`src/rtl/vending_machine_multi.sv`:
```
// ---------------------------------------------------------------------------
// vending_machine_multi
//
// Multi-product vending controller. It collects nickel, dime and quarter credit,
// vends one of NUM_PROD products at per-product prices and keeps a stock counter
// for each product. Leftover credit is returned one nickel per cycle.
// All amounts are in nickel units (1 unit = 5 cents).
//
// Optional feature: define VM_RESTOCK_EN to add the restock_i/restock_prod_i
// ports. A restock request reloads one product's stock to STOCK_INIT.
//
// Ports
//   clk_i          clock
//   rst_i          synchronous reset, active-high
//   nickle_i       5c coin this cycle
//   dime_i         10c coin this cycle
//   quarter_i      25c coin this cycle
//   sel_valid_i    product selection strobe
//   sel_i          selected product index
//   cancel_i       refund request
//   restock_i      (VM_RESTOCK_EN) reload stock of restock_prod_i
//   restock_prod_i (VM_RESTOCK_EN) product to reload
//   credit_o       current credit, nickels
//   coin_reject_o  coin(s) of previous cycle returned
//   vend_valid_o   one-cycle vend pulse
//   vend_prod_o    product being vended (valid with vend_valid_o)
//   change_o       one nickel returned this cycle
//   busy_o         high while vending or returning change
//   err_o          one-cycle pulse: rejected selection
//   sold_out_o     bit k set when product k has no stock
// ---------------------------------------------------------------------------
module vending_machine_multi #(
    parameter int NUM_PROD   = 4,
    parameter int CREDIT_W   = 6,
    parameter logic [NUM_PROD*CREDIT_W-1:0] PRICE_TABLE = {6'd8, 6'd6, 6'd5, 6'd4},
    parameter int MAX_CREDIT = 20,
    parameter int STOCK_W    = 4,
    parameter int STOCK_INIT = 8,
    localparam int SEL_W     = (NUM_PROD > 1) ? $clog2(NUM_PROD) : 1
) (
    input  logic                clk_i,
    input  logic                rst_i,
    input  logic                nickle_i,
    input  logic                dime_i,
    input  logic                quarter_i,
    input  logic                sel_valid_i,
    input  logic [SEL_W-1:0]    sel_i,
    input  logic                cancel_i,
`ifdef VM_RESTOCK_EN
    input  logic                restock_i,
    input  logic [SEL_W-1:0]    restock_prod_i,
`endif
    output logic [CREDIT_W-1:0] credit_o,
    output logic                coin_reject_o,
    output logic                vend_valid_o,
    output logic [SEL_W-1:0]    vend_prod_o,
    output logic                change_o,
    output logic                busy_o,
    output logic                err_o,
    output logic [NUM_PROD-1:0] sold_out_o
);

    localparam int SEL_N = 2 ** SEL_W;
    localparam logic [STOCK_W-1:0]  STOCK_INIT_V = STOCK_W'(STOCK_INIT);
    localparam logic [CREDIT_W:0]   MAX_CREDIT_V = (CREDIT_W + 1)'(MAX_CREDIT);

    typedef enum logic [1:0] {
        ST_IDLE   = 2'd0,
        ST_CREDIT = 2'd1,
        ST_VEND   = 2'd2,
        ST_CHANGE = 2'd3
    } state_t;

    state_t                state_q, state_d;
    logic [CREDIT_W-1:0]   credit_q, credit_d;
    logic                  coin_reject_q, coin_reject_d;
    logic                  err_q, err_d;
    logic [SEL_W-1:0]      vend_prod_q, vend_prod_d;
    logic                  vend_accept;

    // Coin decode: a coin only counts when exactly one input is high.
    logic [1:0]            coin_cnt;
    logic                  any_coin;
    logic                  one_coin;
    logic [CREDIT_W-1:0]   coin_val;
    logic                  coin_fits;

    assign coin_cnt  = {1'b0, nickle_i} + {1'b0, dime_i} + {1'b0, quarter_i};
    assign any_coin  = nickle_i | dime_i | quarter_i;
    assign one_coin  = (coin_cnt == 2'd1);
    assign coin_val  = quarter_i ? CREDIT_W'(5) : (dime_i ? CREDIT_W'(2) : CREDIT_W'(1));
    assign coin_fits = ({1'b0, credit_q} + {1'b0, coin_val}) <= MAX_CREDIT_V;

    // Lookup tables padded to the full index range so that out-of-range
    // selections read zero instead of indexing past the product arrays.
    logic [CREDIT_W-1:0]   price_lut [SEL_N];
    logic [STOCK_W-1:0]    stock_lut [SEL_N];
    logic [STOCK_W-1:0]    stock_cur [NUM_PROD];

    genvar gi;
    generate
        for (gi = 0; gi < SEL_N; gi++) begin : g_lut
            if (gi < NUM_PROD) begin : g_real
                assign price_lut[gi] = PRICE_TABLE[gi*CREDIT_W +: CREDIT_W];
                assign stock_lut[gi] = stock_cur[gi];
            end else begin : g_pad
                assign price_lut[gi] = '0;
                assign stock_lut[gi] = '0;
            end
        end
    endgenerate

    logic                  sel_in_range;
    logic                  sel_ok;

    assign sel_in_range = (32'(sel_i) < NUM_PROD);
    assign sel_ok       = sel_in_range && (stock_lut[sel_i] != '0)
                          && (credit_q >= price_lut[sel_i]);

    always_comb begin
        state_d       = state_q;
        credit_d      = credit_q;
        coin_reject_d = 1'b0;
        err_d         = 1'b0;
        vend_prod_d   = vend_prod_q;
        vend_accept   = 1'b0;
        case (state_q)
            ST_IDLE, ST_CREDIT: begin
                if (cancel_i && (credit_q != '0)) begin
                    // Refund wins over everything; any coin is handed back.
                    state_d       = ST_CHANGE;
                    coin_reject_d = any_coin;
                end else begin
                    if (sel_valid_i && sel_ok) begin
                        vend_accept   = 1'b1;
                        state_d       = ST_VEND;
                        credit_d      = credit_q - price_lut[sel_i];
                        vend_prod_d   = sel_i;
                        coin_reject_d = any_coin;
                    end else begin
                        // A rejected selection does not block the coin path.
                        err_d = sel_valid_i;
                        if (one_coin && coin_fits) begin
                            credit_d = credit_q + coin_val;
                            state_d  = ST_CREDIT;
                        end else begin
                            coin_reject_d = any_coin;
                        end
                    end
                end
            end
            ST_VEND: begin
                coin_reject_d = any_coin;
                state_d       = (credit_q != '0) ? ST_CHANGE : ST_IDLE;
            end
            ST_CHANGE: begin
                coin_reject_d = any_coin;
                if (credit_q <= CREDIT_W'(1)) begin
                    credit_d = '0;
                    state_d  = ST_IDLE;
                end else begin
                    credit_d = credit_q - CREDIT_W'(1);
                end
            end
            default: begin
                state_d  = ST_IDLE;
                credit_d = '0;
            end
        endcase
    end

    always_ff @(posedge clk_i) begin
        if (rst_i) begin
            state_q       <= ST_IDLE;
            credit_q      <= '0;
            coin_reject_q <= 1'b0;
            err_q         <= 1'b0;
            vend_prod_q   <= '0;
        end else begin
            state_q       <= state_d;
            credit_q      <= credit_d;
            coin_reject_q <= coin_reject_d;
            err_q         <= err_d;
            vend_prod_q   <= vend_prod_d;
        end
    end

    // Per-product stock counters and sold-out flags.
    generate
        for (gi = 0; gi < NUM_PROD; gi++) begin : g_stock
            logic [STOCK_W-1:0] stock_q, stock_d;
            logic               sold_q;
            logic               dec_hit;
            logic               restock_hit;

            assign dec_hit = vend_accept && (32'(sel_i) == gi);
`ifdef VM_RESTOCK_EN
            assign restock_hit = restock_i && (32'(restock_prod_i) == gi);
`else
            assign restock_hit = 1'b0;
`endif

            // Restock overrides a same-cycle vend of the same product.
            always_comb begin
                stock_d = stock_q;
                if (restock_hit) begin
                    stock_d = STOCK_INIT_V;
                end else if (dec_hit && (stock_q != '0)) begin
                    stock_d = stock_q - STOCK_W'(1);
                end
            end

            // The flag is loaded from the next stock value so it always
            // agrees with the counter it describes.
            always_ff @(posedge clk_i) begin
                if (rst_i) begin
                    stock_q <= STOCK_INIT_V;
                    sold_q  <= 1'b0;
                end else begin
                    stock_q <= stock_d;
                    sold_q  <= (stock_d == '0);
                end
            end

            assign stock_cur[gi]  = stock_q;
            assign sold_out_o[gi] = sold_q;
        end
    endgenerate

    assign credit_o      = credit_q;
    assign coin_reject_o = coin_reject_q;
    assign err_o         = err_q;
    assign vend_prod_o   = vend_prod_q;
    assign vend_valid_o  = (state_q == ST_VEND);
    assign change_o      = (state_q == ST_CHANGE);
    assign busy_o        = (state_q == ST_VEND) || (state_q == ST_CHANGE);

endmodule

```
`config.mk`:
```
export PLATFORM = sky130hd
export DESIGN_NAME = vending_machine_multi
export DESIGN_NICKNAME = d
export VERILOG_FILES = /design/src/rtl/vending_machine_multi.sv
export SDC_FILE = /design/constraint.sdc
export NUM_CORES = 1
export LEC_CHECK = 0
export BUFFER_PORTS_ARGS = -buffer_cell sky130_fd_sc_hd__clkbuf_2
export CAP_MARGIN = 0
export CORE_MARGIN = 5
export CORE_UTILIZATION = 50
export DETAILED_ROUTE_END_ITERATION = 8
export PLACE_DENSITY = 0.7
export SLEW_MARGIN = 20
export SYNTH_ARGS = -nofsm -noshare
export SYNTH_HDL_FRONTEND = slang
export SYNTH_SLANG_ARGS = --single-unit
export TNS_END_PERCENT = 5
```
`constraint.sdc`:
```
create_clock -name clk_i -period 3.44 [get_ports clk_i]
set_input_delay 0.344 -clock clk_i [delete_from_list [all_inputs] [get_ports clk_i]]
set_output_delay 0.344 -clock clk_i [all_outputs]
set_load 0.01 [all_outputs]
```
==> results of run 1 <==
[layout make-up]
class,instances,area share [%]
Tap cell,52,2.62
Multi-Input combinational cell,204,58.3
Inverter,20,3.02
Clock buffer,6,2.92
Sequential cell,32,25.8
Timing Repair Buffer,28,5.94
Clock inverter,2,1.41
[sequential cells by signal, summed over array words and instances, names as in the netlist]
name	cells
coin_reject_o	1
state_q	2
credit_o	6
err_o	1
g_stock.sold_q	4
g_stock.stock_q	16
vend_prod_o	2
[per-stage QoR]
stage | total power [mW] | instance area (um^2) | setup WS, ns | util, %
after floorplan | 1.44 | 2250 | 0.607 | -
after global placement | 1.70 | 2380 | 0.379 | 54.6
after detailed placement | 1.71 | 2380 | 0.282 | 54.6
after CTS | 2.08 | 2490 | 0.501 | 57.1
after global routing | 2.26 | 2490 | 0.273 | 57.1
final | 2.07 | 2490 | 0.496 | 57.1
[where the power goes]
| part | internal (mW) | switching (mW) | leakage [nW] |
|---|---|---|---|
| sequential | 0.450 | 0.0990 | 0.260 |
| clock | 0.215 | 0.147 | 0.0552 |
| combinational | 0.488 | 0.676 | 0.738 |
| total | 1.15 | 0.922 | 1.05 |
[final timing paths]
check	to
worst min-delay path	err_o
worst max register to register	credit_o[4]
worst max-delay path	credit_o[4]
worst min register to register	g_stock[3].stock_q[1]
[kinds of logic (layout without fill, tap and decap cells)]
logic type / Yosys count / count (layout) / share of synthesized area, %
compound gates: 54 / 54 / 17.6
xor+xnor: 17 / 17 / 6.62
fa+ha+maj: 16 / 16 / 9.90
buf+inv: 35 / 56 / 7.06
flops: 32 / 32 / 28.5
mux: 6 / 6 / 2.73
simple gates: 111 / 111 / 27.6
[cells in the final DEF, fill, tap and decap left out, drive strengths merged, types with 2 or more instances in the layout]
master / instances
nand4: 4
buf: 3
xor2: 5
nand3: 6
nor2b: 3
a211oi: 3
nand2b: 6
a31oi: 3
a211o: 2
a21oi: 14
nor3b: 2
or3: 5
nand2: 22
dfxtp: 32
a22o: 2
a41oi: 2
fa: 3
or2b: 2
nor3: 13
and4: 4
nor2: 32
mux2i: 5
nor4: 3
ha: 13
a21o: 5
xnor2: 12
or4: 2
inv: 20
o21ai: 7
o211ai: 2
clkbuf: 31
a221oi: 2
o31ai: 3
or2: 4
[routing by layer]
metal / global-route usage (%) / vias up / routed length, um
met1: 23.8 / 906 / 2390
met2: 27.3 / 54 / 2260
li1: - / 990 / -
met3: 6.56 / 6 / 334
met5: 0 / - / 0
met4: 7.04 / 0 / 53
==> results.md, run 1 <==
- Minimum clock period: 2.94 ns
- Number of synthesized flops with an enable pin: 0
- Worst-case clock buffer depth: 2
- Start of the worst register-to-register path: credit_o[0]
- Required time reported for the critical path endpoint: 3.64 ns
- Number of nets at the end of the flow: 316
- Portion of the post-synthesis area used by sequential elements: between 20% and 30%
- Total count of max-transition violations in the final report: 0
- Row cnt: 24
- Launch point of the worst path: credit_o[0]
- Worst-case hold slack: around 0.36 ns
- Total I/O pin count: 26
- Hold Path Stages: 2
- Count of cells along the worst register-to-register path: 10
- Leading register cell type out of synthesis: dfxtp_1
- Worst-path fanout max: 9
- DR vias/cell: ~5.7
- Final HPWL from detailed placement: 3810 um
- CORE AREA: between 4000 and 5000 um^2
- Most frequent cell after synthesis: dfxtp_1
- Inserted Clock Buffers: 5
- Fillcell total: between 400 and 500
- Total of max-cap violations: 0
- Master cell of the clock root buffer: clkbuf_8
- Initial antenna violation count: 0
- Outcome: completed
- Count of unresolved DRC violations after routing: 0
- Startpoint type of the worst setup path: register
- Flip-flop and latch area: 641 um^2
- CTS hold repair buffers: 0
- Mean Syn Cell Area: around 8.3 um^2
- Buffers & Inverters on Critical Path: 1
- Proportion of netlist area held by the largest area contributor: 28.5%
- Number of H-tree levels: 2
- Leading area contributor after synthesis: dfxtp_1
- Total area of multi-input combinational cells: 1450 um^2
- Cells after Synth: 271
- Worst hold start: sel_valid_i
- Overall die area: 5940 um^2
- Post-cts resize count: 0
- Cell family contributing the most delay on the critical path: compound AO/OA/AOI/OAI gates
- Cell with the largest stage delay on the worst path: fa_1
- GR Util All Layers: 18.2%
- Syn nets: 296
- Ys Warns: 0
- Clock network latency to the later pin of the worst-skew pair: 0.29 ns
- Clock tree from TritonCTS: done
- Number of gates on the worst path with buffers counted: 10
- Layout area overhead: 10.5%
- Maximum number of pins on one net before global-route repair: 30
- Share of post-route cells with drive strength above 1: 18.5%
- Global-route wire length before repair: between 8000 and 9000 um
- Unrepaired setup endpoints after global routing: no
- Via count of the first global-routing pass: 1919
- Number of cells in the finished layout apart from fillers: ~340
- Slowest Stage Delay on Critical Path: 0.45 ns
- Critical Setup Path Class: reg -> reg
- Crit path arrival time: 3.14 ns
- Global route overflow: 0
- Number of antenna-violating nets in the routed design: 0
- Standby leakage power: between 1 and 1.5 nW
- Fmax achieved: 340 MHz
- Detail-routed net length per standard cell: 14.7 um
- Pwr dens: 835 nW/um^2
- Remaining max-slew budget at the tightest pin: approximately 61%
- RePlAce Congestion: around 0.9
- Worst IR drop on VDD: 0.482 mV
- Cells traversed along the worst timing path: ha_1 -> inv_1 -> fa_1 -> xnor2_1 -> a32oi_1 -> nand3_1 -> a221o_1 -> a21o_4 -> or3_1 -> a311oi_1
- Most instantiated cells after synthesis: dfxtp_1, nor2_1, nand2_1, inv_1, a21oi_1
- Port-buffer cells: 25
- Clock-pin slew reported for the worst setup and hold paths after clock tree synthesis: 0.07 ns
- Postcts setup bufs: 0
- Cell Area, Synth: between 2000 and 2500 um^2
- Die width: slightly below 80 um
- Count of distinct cell types in the synthesized netlist: 60
- Total negative slack for setup checks: 0 ns
- Post-route fraction of the period consumed by the critical path: roughly 86%
- Worst setup EP type: register
- Initial Util: 51.7%
- Height of the die: between 70 and 80 um
- Hold violation count in the final report: 0
- Clk sinks: 32
- Initial DRC Count: 146
- Worst Max-Slew Pin Slew: 0.582 ns
- Min-Delay Path Class: in -> reg
- # setup viols final: 0
- ANT cells: 0
- Number of flip-flops and latches in the synthesized netlist: 32
- Async S/R FF share, synth: 0%
- Clock skew: around 0.0044 ns
- Post-Place Cells: 336
- DRT Pass-1 Iters: 4
- Detailed Route WL: a little over 5000 um
- Via Count: slightly below 2000
- Synth area leaders: dfxtp_1, ha_1, nor2_1, xnor2_1, nand2_1
- Flop-to-flop setup slack: 0.50 ns
(Power assumes the default switching activity.)
==> run 2, diff against run 1 <==
Settings changed: CTS_BUF_LIST set to sky130_fd_sc_hd__clkbuf_8.
==> run 2 against run 1 <==
Effect of this change: core utilization unchanged; critical endpoint unchanged; wire length about the same; global-route usage unchanged; clock skew about the same; final cell count unchanged; die area unchanged; largest power group unchanged.
==> results.md, run 2 (synthesis results as in run 1) <==
- Postcts setup bufs: 0
- Crit path arrival time: 3.14 ns
- Cell with the largest stage delay on the worst path: fa_1
- Row cnt: 24
- Count of unresolved DRC violations after routing: 0
- Detailed Route WL: 5040 um
- Required time reported for the critical path endpoint: 3.64 ns
- Post-Place Cells: 336
- Worst-path fanout max: 9
- Outcome: completed
- Critical Setup Path Class: reg -> reg
- Standby leakage power: roughly 1.1 nW
- Unrepaired setup endpoints after global routing: no
- RePlAce Congestion: 0.913
- Overall die area: 5940 um^2
- Initial antenna violation count: 0
- Initial Util: 51.7%
- Hold violation count in the final report: 0
- Startpoint type of the worst setup path: register
- Clock tree from TritonCTS: done
- Fmax achieved: about 340 MHz
- Total I/O pin count: 26
- DRT Pass-1 Iters: 4
- Detail-routed net length per standard cell: 14.7 um
- Layout area overhead: 10.5%
- Commonest non-fill, non-tap cells in the layout: dfxtp_1, nor2_1, clkbuf_2
- DR vias/cell: 5.69
- Clock network latency to the later pin of the worst-skew pair: ~0.29 ns
- Clk sinks: 32
- Number of nets at the end of the flow: 316
- Die width: between 70 and 80 um
- Number of antenna-violating nets in the routed design: 0
- Pwr dens: 833 nW/um^2
- Via Count: ~2000
- Total count of max-transition violations in the final report: 0
- Inserted Clock Buffers: 5
- CORE AREA: 4350 um^2
- Worst IR drop on VDD: 0.482 mV
- Minimum clock period: approximately 2.9 ns
- Number of flip-flops in the largest register: 16
- Total of max-cap violations: 0
- Total negative slack for setup checks: 0 ns
- Worst setup EP type: register
- Master cell of the clock root buffer: clkbuf_8
- Initial DRC Count: ~150
- Number of cells in the finished layout apart from fillers: 344
- Slowest Stage Delay on Critical Path: 0.45 ns
- Height of the die: 77.1 um
- ANT cells: 0
- Share of post-route cells with drive strength above 1: about 18%
- Final HPWL from detailed placement: ~3800 um
- Worst Max-Slew Pin Slew: 0.582 ns
- Worst-case clock buffer depth: 2
- Post-cts resize count: 0
- Clock skew: 0.00433 ns
- Min-Delay Path Class: in -> reg
- Leading cell type in the layout, fill and taps excluded: dfxtp_1
- Cells traversed along the worst timing path: ha_1 -> inv_1 -> fa_1 -> xnor2_1 -> a32oi_1 -> nand3_1 -> a221o_1 -> a21o_4 -> or3_1 -> a311oi_1
- Clock-pin slew reported for the worst setup and hold paths after clock tree synthesis: 0.07 ns
- Global-route wire length before repair: a little under 9000 um
- Register with the most flip-flops: g_stock.stock_q
- Number of H-tree levels: 2
- Global route overflow: 0
- Port-buffer cells: 25
- Maximum number of pins on one net before global-route repair: 30
- Via count of the first global-routing pass: between 1500 and 2000
- Fillcell total: 405
- Remaining max-slew budget at the tightest pin: 61.2%
- GR Util All Layers: 18.2%
- # setup viols final: 0
- Post-route fraction of the period consumed by the critical path: ~86%
- CTS hold repair buffers: 0
-- run 2: changes by cell type in the layout (fill, tap and decap cells not counted) --
cell and delta:
clkbuf_1 -1, inv_1 +1
-- run 2: report_power, final --
part	switching, mW	internal, mW	total, mW
Combinational	0.676	0.488	1.16
Sequential	0.0990	0.450	0.549
Clock	0.147	0.212	0.359
-- run 2: layer usage --
layer / global-route usage [%] / routed length (um)
met3: 6.56 / 334
met2: 27.3 / 2260
met1: 23.8 / 2390
met5: 0 / 0
met4: 7.04 / 53
-- run 2: layout make-up --
type / count / area (um^2) / share of cell area [%]
multi-input cells: 204 / 1450 / 58.3
flip-flops and latches: 32 / 641 / 25.8
repair buffers: 28 / 148 / 5.94
inverters: 20 / 75.1 / 3.02
clock buffers: 5 / 68.8 / 2.77
well taps: 52 / 65.1 / 2.62
clock inverters: 3 / 38.8 / 1.56
-- run 2: metrics by stage --
step | power (mW) | hold slack, ns | worst slack [ns] | area, um^2 | util [%]
3_5_place_dp | 1.71 | 0.463 | 0.282 | 2380 | 54.6
4_1_cts | 2.08 | 0.349 | 0.501 | 2490 | 57.1
5_1_grt | 2.26 | 0.348 | 0.273 | 2490 | 57.1
3_3_place_gp | 1.70 | 0.459 | 0.379 | 2380 | 54.6
6_report | 2.07 | 0.356 | 0.496 | 2490 | 57.1
2_1_floorplan | 1.44 | 0.437 | 0.607 | 2250 | -
-- run 2: worst paths after layout --
kind,start,endpoint,slack [ns],cells after the start
min reg2reg,g_stock[3].stock_q[1],g_stock[3].stock_q[1],0.47,2
max reg2reg,credit_o[0],credit_o[4],0.50,10
max,credit_o[0],credit_o[4],0.50,10
min,sel_valid_i,err_o,0.36,2
-- run 2: worst max-delay path, delay by kind of cell (launching register included) --
family,cells,cell delay [ns]
AND/OR/NAND/NOR,2,0.43
AO/OA/AOI/OAI,4,1.09
adder cells (fa/ha/maj),2,0.67
XOR/XNOR,1,0.17
buffers and inverters,1,0.06
flip-flops,1,0.43
==> run 3, diff against run 2 <==
Settings changed: BUFFER_PORTS_ARGS -buffer_cell sky130_fd_sc_hd__clkbuf_2 to -buffer_cell sky130_fd_sc_hd__buf_2.
==> run 3 against run 2 <==
Effect of this change: worst hold slack better by 0.014 ns; critical path type unchanged; clock-buffer cell count stayed put; wire length is 2.4% lower; clock power fell by 2%; power fell by 0.52%; first-iteration DRC count is 14% lower; core utilization stayed put; die area did not move.
==> results.md, run 3 (synthesis results as in run 1) <==
- Outcome: completed
- Maximum number of pins on one net before global-route repair: 30
- Number of antenna-violating nets in the routed design: 0
- Number of flip-flops in the largest register: 16
- Clock-pin slew reported for the worst setup and hold paths after clock tree synthesis: 0.07 ns
- Worst hold start: sel_valid_i
- Post-cts resize count: 0
- Minimum clock period: 2.93 ns
- Pre-CTS setup slack: roughly 0.28 ns
- Worst-path fanout max: 9
- DR vias/cell: roughly 5.6
- Global-route wire length before repair: around 8400 um
- Flip-flop and latch area: 641 um^2
- Cells traversed along the worst timing path: ha_1 -> inv_1 -> fa_1 -> xnor2_1 -> a32oi_1 -> nand3_1 -> a221o_1 -> a21o_4 -> or3_1 -> a311oi_1
- Standby leakage power: 1.07 nW
- Worst-case clock buffer depth: 2
- Total count of max-transition violations in the final report: 0
- Commonest non-fill, non-tap cells in the layout: dfxtp_1, nor2_1, buf_2
- Total of max-cap violations: 0
- Terminating pin of the worst hold path: err_o
- Min-Delay Path Class: in -> reg
- Share of post-route cells with drive strength above 1: 18.5%
- Required time reported for the critical path endpoint: 3.64 ns
- Initial antenna violation count: 0
- Total negative slack for setup checks: 0 ns
- Slowest Stage Delay on Critical Path: approximately 0.45 ns
- Critical Setup Path Class: reg -> reg
- Post-route core utilization: 57.1%
- Detailed Route WL: approximately 4900 um
- Detail-routed net length per standard cell: 14.3 um
- Endpoint of the most critical register-to-register path: credit_o[4]
- Hold violation count in the final report: 0
- Clock network latency to the later pin of the worst-skew pair: 0.29 ns
- Fmax achieved: 342 MHz
- Fillcell total: roughly 400
- Post-route fraction of the period consumed by the critical path: 85.1%
- Height of the die: 77.1 um
- Clock skew: 0.00401 ns
- Worst setup EP type: register
- Initial Util: 51.7%
- Start of the worst register-to-register path: credit_o[0]
- Overall die area: around 5900 um^2
- ANT cells: 0
- Remaining max-slew budget at the tightest pin: 61.0%
- Final HPWL from detailed placement: 3730 um
- Startpoint type of the worst setup path: register
- Hold Path Stages: 2
- CTS hold repair buffers: 0
- Row cnt: 24
- Sum of internal, switching and leakage power: 2.06 mW
- Pwr dens: between 800 and 900 nW/um^2
- Worst Max-Slew Pin Slew: between 0.5 and 0.6 ns
- Clk sinks: 32
- Die width: about 77 um
- Layout area overhead: 10.5%
- Inserted Clock Buffers: 5
- Global route overflow: 0
- Crit path arrival time: roughly 3.1 ns
- Count of unresolved DRC violations after routing: 0
- Fin worst setup slack: 0.513 ns
- Design Area, Final: 2490 um^2
- Buffers & Inverters on Critical Path: 1
- Total I/O pin count: 26
- Cell family contributing the most delay on the critical path: compound AO/OA/AOI/OAI gates
- Flop-to-flop setup slack: about 0.51 ns
- Post-placement cell area: 2380 um^2
- Leading cell type in the layout, fill and taps excluded: dfxtp_1
- Worst IR drop on VDD: 0.346 mV
- Register with the most flip-flops: g_stock.stock_q
- Count of cells along the worst register-to-register path: 10
- Clock tree from TritonCTS: done
- Number of H-tree levels: 2
- # setup viols final: 0
- Postcts setup bufs: 0
- Port-buffer cells: 25
- RePlAce Congestion: 0.889
- Total area of multi-input combinational cells: 1450 um^2
- Launch point of the worst path: credit_o[0]
- DRT Pass-1 Iters: 4
- GR Util All Layers: about 17%
- Via count of the first global-routing pass: approximately 1800
- Master cell of the clock root buffer: clkbuf_8
- Unrepaired setup endpoints after global routing: no
- Cell with the largest stage delay on the worst path: fa_1
- CORE AREA: around 4400 um^2
- Via Count: 1917
- Initial DRC Count: 126
- Number of nets at the end of the flow: 316
## run 3: final cells by class
class	count	area share, %
clock buffers	5	2.77
clock inverters	3	1.56
inverters	20	3.02
multi-input cells	204	58.3
flip-flops and latches	32	25.8
well taps	52	2.62
repair buffers	28	5.94
## run 3: worst max-delay path by stage
| stage | cells past startpoint | endpoint |
|---|---|---|
| floorplan | 11 | credit_o[4] |
| CTS | 10 | credit_o[4] |
| detailed placement | 12 | credit_o[4] |
| global route | 10 | credit_o[4] |
| global placement | 12 | credit_o[4] |
| finish | 10 | credit_o[4] |
## run 3: through the flow
step,hold WS (ns),cells
4_1_cts,0.367,344
5_1_grt,0.378,344
6_report,0.369,344
2_1_floorplan,0.437,271
3_5_place_dp,0.467,336
3_3_place_gp,0.457,336
## run 3: report_power, final
group | internal, mW | switching [mW]
registers | 0.450 | 0.0987
clock network | 0.212 | 0.141
logic | 0.489 | 0.671
## run 3: routing by layer
metal / track usage [%] / wire length, um
met2: 26.5 / 2190
met1: 23.5 / 2420
met4: 5.50 / 55
met3: 4.80 / 255
met5: 0 / 0
## run 3: worst reg2reg max path, stage by stage (launching register included)
cell and delay [ns]:
dfxtp_1 0.42, ha_1 0.23, inv_1 0.06, fa_1 0.45, xnor2_1 0.17, a32oi_1 0.17, nand3_1 0.09, a221o_1 0.40
a21o_4 0.28, or3_1 0.34, a311oi_1 0.23
